[src/rtl/addsub_pkg.sv]
// Shared definitions for the digit-serial adder/subtractor.
package addsub_pkg;

  typedef enum logic [1:0] {
    S_IDLE = 2'd0,
    S_RUN  = 2'd1,
    S_DONE = 2'd2
  } state_t;

  localparam logic MODE_ADD = 1'b0;
  localparam logic MODE_SUB = 1'b1;

endpackage

[src/rtl/addsub_digit.sv]
// Combinational DIGIT-bit ripple of full-adder / full-subtractor cells.
module addsub_digit
  import addsub_pkg::*;
#(
  parameter int DIGIT = 1
) (
  input  logic [DIGIT-1:0] x,
  input  logic [DIGIT-1:0] y,
  input  logic             mode,
  input  logic             cbin,
  output logic [DIGIT-1:0] s,
  output logic             cbout,
  output logic             c_into_msb
);

  logic [DIGIT:0] cb;

  always_comb begin
    cb    = '0;
    s     = '0;
    cb[0] = cbin;
    for (int unsigned i = 0; i < DIGIT; i++) begin
      s[i] = x[i] ^ y[i] ^ cb[i];
      if (mode == MODE_SUB)
        cb[i+1] = (~x[i] & y[i]) | (~(x[i] ^ y[i]) & cb[i]);
      else
        cb[i+1] = (x[i] & y[i]) | ((x[i] ^ y[i]) & cb[i]);
    end
  end

  assign cbout      = cb[DIGIT];
  assign c_into_msb = cb[DIGIT-1];

endmodule

[src/rtl/addsub_serial.sv]
// Digit-serial N-bit adder/subtractor: DIGIT bits per clock, LSB first,
// start/busy/done handshake; outputs update only when an operation completes.
module addsub_serial
  import addsub_pkg::*;
#(
  parameter int WIDTH = 8,
  parameter int DIGIT = 1
) (
  input  logic             clk,
  input  logic             rst_n,
  input  logic             start,
  input  logic             mode,
  input  logic [WIDTH-1:0] a,
  input  logic [WIDTH-1:0] b,
  input  logic             cin,
  output logic             busy,
  output logic             done,
  output logic [WIDTH-1:0] result,
  output logic             cout,
  output logic             ovf,
  output logic             zero
);

  localparam int NDIG  = WIDTH / DIGIT;
  localparam int CNT_W = $clog2(NDIG) + 1;
  localparam logic [CNT_W-1:0] LAST = CNT_W'(NDIG - 1);

  if (WIDTH < 2 || (WIDTH % DIGIT) != 0) begin : g_bad_param
    $error("addsub_serial: WIDTH must be >= 2 and a multiple of DIGIT");
  end

  state_t           state;
  logic [CNT_W-1:0] cnt;
  logic [WIDTH-1:0] a_sh, b_sh, result_sh, res_next;
  logic             mode_q, cb_q;
  logic [DIGIT-1:0] dig_s;
  logic             dig_cbout, dig_c_msb;

  addsub_digit #(.DIGIT(DIGIT)) u_digit (
    .x         (a_sh[DIGIT-1:0]),
    .y         (b_sh[DIGIT-1:0]),
    .mode      (mode_q),
    .cbin      (cb_q),
    .s         (dig_s),
    .cbout     (dig_cbout),
    .c_into_msb(dig_c_msb)
  );

  // New digit enters at the top; after NDIG steps the first digit sits at bit 0.
  assign res_next = WIDTH'({dig_s, result_sh} >> DIGIT);

  always_ff @(posedge clk or negedge rst_n) begin
    if (!rst_n) begin
      state     <= S_IDLE;
      cnt       <= '0;
      a_sh      <= '0;
      b_sh      <= '0;
      result_sh <= '0;
      mode_q    <= MODE_ADD;
      cb_q      <= 1'b0;
      busy      <= 1'b0;
      done      <= 1'b0;
      result    <= '0;
      cout      <= 1'b0;
      ovf       <= 1'b0;
      zero      <= 1'b1;
    end else begin
      case (state)
        S_IDLE, S_DONE: begin
          done <= 1'b0;
          if (start) begin
            a_sh   <= a;
            b_sh   <= b;
            mode_q <= mode;
            cb_q   <= cin;
            cnt    <= '0;
            busy   <= 1'b1;
            state  <= S_RUN;
          end else begin
            state <= S_IDLE;
          end
        end
        S_RUN: begin
          a_sh      <= a_sh >> DIGIT;
          b_sh      <= b_sh >> DIGIT;
          result_sh <= res_next;
          cb_q      <= dig_cbout;
          cnt       <= cnt + CNT_W'(1);
          if (cnt == LAST) begin
            state  <= S_DONE;
            busy   <= 1'b0;
            done   <= 1'b1;
            result <= res_next;
            cout   <= dig_cbout;
            ovf    <= dig_c_msb ^ dig_cbout;
            zero   <= (res_next == '0);
          end
        end
        default: state <= S_IDLE;
      endcase
    end
  end

endmodule
[config.mk]
export PLATFORM = sky130hd
export DESIGN_NAME = addsub_serial
export DESIGN_NICKNAME = d
export VERILOG_FILES = /design/src/rtl/addsub_pkg.sv /design/src/rtl/addsub_digit.sv /design/src/rtl/addsub_serial.sv
export SDC_FILE = /design/constraint.sdc
export NUM_CORES = 1
export LEC_CHECK = 0
export ABC_AREA = 1
export CORE_ASPECT_RATIO = 0.8
export CORE_MARGIN = 2
export CORE_UTILIZATION = 45
export DETAILED_ROUTE_END_ITERATION = 6
export PLACE_DENSITY = 0.7
export SYNTH_ARGS = -nofsm -noshare
export SYNTH_HDL_FRONTEND = slang
export SYNTH_SLANG_ARGS = --single-unit
[constraint.sdc]
create_clock -name clk -period 3.56 [get_ports clk]
set_input_delay 0.712 -clock clk [delete_from_list [all_inputs] [get_ports clk]]
set_output_delay 0.712 -clock clk [all_outputs]
set_load 0.05 [all_outputs]
==> reports/qor.txt <==
========================================================================================
Status ....................................................................    completed
Maximum number of pins on one net before global-route repair ..............           45
Total track usage .........................................................        16.2%
Aggregate routed wire length ..............................................      3.38 mm
Setup bufs post-CTS .......................................................            0
DRC Markers ...............................................................            0
Starting density of the core ..............................................        46.4%
Peak VDD IR ...............................................................     0.377 mV
First-pass GRT wire length ................................................      6.26 mm
Clock transition at the registers of the reported paths ...................      0.08 ns
Worst path top cell family by delay ....................................... buffers and inverters
Number of diodes added for antenna fixing .................................            0
Via count of the first global-routing pass ................................        1,379
End point of the critical path ............................................         zero
Count of distinct cell types in the synthesized netlist ...................           17
Number of buffers on the longest clock path ...............................            2
Sink count of the clock tree ..............................................           44
Worst setup slack after placement .........................................      1.24 ns
Total count of max-transition violations in the final report ..............            0
Category of the worst setup path capture point ............................  output port
Cells traversed along the worst timing path ............................... clkdlybuf4s50_1
Number of nets in the final layout ........................................          279
Total grt overflow ........................................................            0
Relative slew slack .......................................................        37.1%
Final weighted congestion in routability-driven placement .................        0.783
Iteration-0 DRC count of the detailed router ..............................           88
Reg2reg setup slack .......................................................      1.74 ns
End of the worst register-to-register path ................................      b_sh[6]
Leakage power summed over all cells .......................................   0.00115 µW
Resized cells post-CTS ....................................................            0
Final setup violation count ...............................................            0
Hold path startpoint ......................................................      b_sh[7]
Final TNS setup ...........................................................         0 ns
Buf+Inv Stages, Crit Path .................................................            1
Seq cells post-synth ......................................................           44
Via count .................................................................        1,441
Maximum fanout encountered on the critical timing path ....................            2
Arrival time of the worst setup path ......................................      1.62 ns
Max Freq ..................................................................      429 MHz
Core occupancy in the finished layout .....................................        56.9%
Pin slew with the least headroom to its limit .............................     0.943 ns
Netlist area before placement .............................................     1930 µm²
Hold violation total from the final report ................................            0
Worst-path cell with the longest stage delay .............................. sky130_fd_sc_hd__clkdlybuf4s50_1
Number of logic stages on the critical path including buffering ...........            1
IO buf count ..............................................................           33
CTS root buffer ........................................................... sky130_fd_sc_hd__clkbuf_8
Count of H-tree levels built during CTS ...................................            2
Critical path type ........................................................ flip-flop to output port
Max-capacitance violation count ...........................................            0
Std cell rows .............................................................           21
Vertical die dimension ....................................................      62.5 µm
Count of TritonRoute iterations in the first routing pass .................            4
Total clock buffers created by CTS ........................................            5
Antenna violation net count after detailed routing ........................            0
Share of final-layout standard cells stronger than drive strength 1 .......        7.81%
Die Area ..................................................................     4820 µm²
Vias per std cell .........................................................         4.60
RSZ-0062 raised after global routing ......................................        false
Width of the die ..........................................................      77.1 µm
Number of cells on the worst reg-to-reg path ..............................            6
Worst Hold Class .......................................................... flip-flop to flip-flop
Core ar. ..................................................................     4150 µm²
Number of antenna violations at the first check in global routing .........            0
Worst path max stage delay ................................................      0.79 ns
Synthesized net count .....................................................          246
Start of the worst register-to-register path ..............................     state[0]
Clock insertion delay at the later pin of the skew report .................      0.29 ns
Synthesis Warnings ........................................................            0
Share of the yosys chip area belonging to registers .......................        57.2%
TritonCTS clock tree ......................................................          yes
Data required time of the worst path ......................................      2.85 ns
Portion of the clock cycle consumed by the worst path in the final layout .        65.4%
Synthesized area per cell .................................................     8.67 µm²
Boundary Pins .............................................................           34
Final HPWL DP .............................................................      2.36 mm
Synthesized netlist cell count ............................................          222
Synthesis-to-layout area growth ...........................................        22.7%
Wire length per cell after detailed routing ...............................      10.8 µm
Min Clock Period, post-route ..............................................      2.33 ns
Power density over the cells ..............................................   928 nW/µm²
# hold bufs at CTS ........................................................            0
Startpoint type of the worst setup path ...................................    flip-flop
Final critical-path setup slack ...........................................      1.23 ns
Clock Skew ................................................................   0.00430 ns
First element of the critical path ........................................         zero
========================================================================================
layout by cell type, fill, tap and decap left out:
cell / instances
sky130_fd_sc_hd__ha_1: 1
sky130_fd_sc_hd__nor2_1: 9
sky130_fd_sc_hd__nand3_1: 22
sky130_fd_sc_hd__nand4_1: 1
sky130_fd_sc_hd__clkbuf_1: 2
sky130_fd_sc_hd__buf_4: 2
sky130_fd_sc_hd__nand2_1: 97
sky130_fd_sc_hd__dfstp_2: 1
sky130_fd_sc_hd__inv_1: 16
sky130_fd_sc_hd__buf_2: 1
sky130_fd_sc_hd__fa_1: 2
sky130_fd_sc_hd__clkbuf_8: 6
sky130_fd_sc_hd__dfrtp_1: 43
sky130_fd_sc_hd__o21ai_0: 11
sky130_fd_sc_hd__nand2_2: 2
sky130_fd_sc_hd__inv_2: 1
sky130_fd_sc_hd__clkdlybuf4s50_1: 32
sky130_fd_sc_hd__o21ai_2: 7
Yosys cell counts, drive strengths merged:
cell type,n,share of area [%]
buf,7,2.9
clkbuf,2,0.39
dfrtp,43,56
dfstp,1,1.4
fa,2,2.1
ha,1,0.65
inv,17,3.3
nand2,99,20
nand3,22,5.7
nand4,1,0.33
nor2,9,1.8
o21ai,18,6.0
where the power goes:
| part | switching, µW | total, µW | leakage (µW) | internal, µW |
|---|---|---|---|---|
| Sequential | 149 | 876 | 0.000547 | 728 |
| Combinational | 657 | 1000 | 0.000555 | 347 |
| Clock | 156 | 314 | 0.0000455 | 158 |
how the worst min path moves through the flow:
| stage | cells after the start | to |
|---|---|---|
| final | 2 | b_sh[7] |
| after global routing | 2 | a_sh[6] |
| after CTS | 2 | b_sh[7] |
| after detailed placement | 2 | b_sh[7] |
| after global placement | 2 | b_sh[7] |
| after floorplan | 0 | a_sh[0] |
state kept, by name, summed over array words and instances (netlist names):
signal and flops:
result_sh 7, busy 1, state 2, cb_q 1
done 1, a_sh 8, cnt 4, mode_q 1
ovf 1, zero 1, b_sh 8, cout 1
result 8
area by class of cell:
| type | count | area, µm² |
|---|---|---|
| Sequential cell | 44 | 1100 |
| Multi-Input combinational cell | 152 | 696 |
| Inverter | 17 | 63.8 |
| Clock buffer | 8 | 90.1 |
| Fill cell | 419 | 1790 |
| Timing Repair Buffer | 35 | 340 |
| Tap cell | 57 | 71.3 |
stage by stage:
step	instance area [µm²]	cells	total power, µW	hold WS [ns]
2_1_floorplan	1930	222	1630	0.416
3_3_place_gp	2270	305	1870	0.457
3_5_place_dp	2270	305	1910	0.459
4_1_cts	2360	313	2230	0.478
5_1_grt	2360	313	2390	0.507
6_report	2360	313	2190	0.476
cells by family after synthesis:
kind of cell / after synthesis / synth area share, %
buffers and inverters: 26 / 6.63
AND/OR/NAND/NOR: 131 / 27.4
adder cells (fa/ha/maj): 3 / 2.73
AO/OA/AOI/OAI: 18 / 6.04
flip-flops: 44 / 57.2
routing by layer:
metal	vias to the layer above	track usage (%)	wire length (µm)	share of wire, %
met5	-	0	0	0
met4	0	6.03	73	2.2
met3	9	4.05	137	4.1
met2	37	25.3	1490	44
met1	642	22.1	1670	50
li1	753	-	-	-
Power figures use the tool's default switching activity.
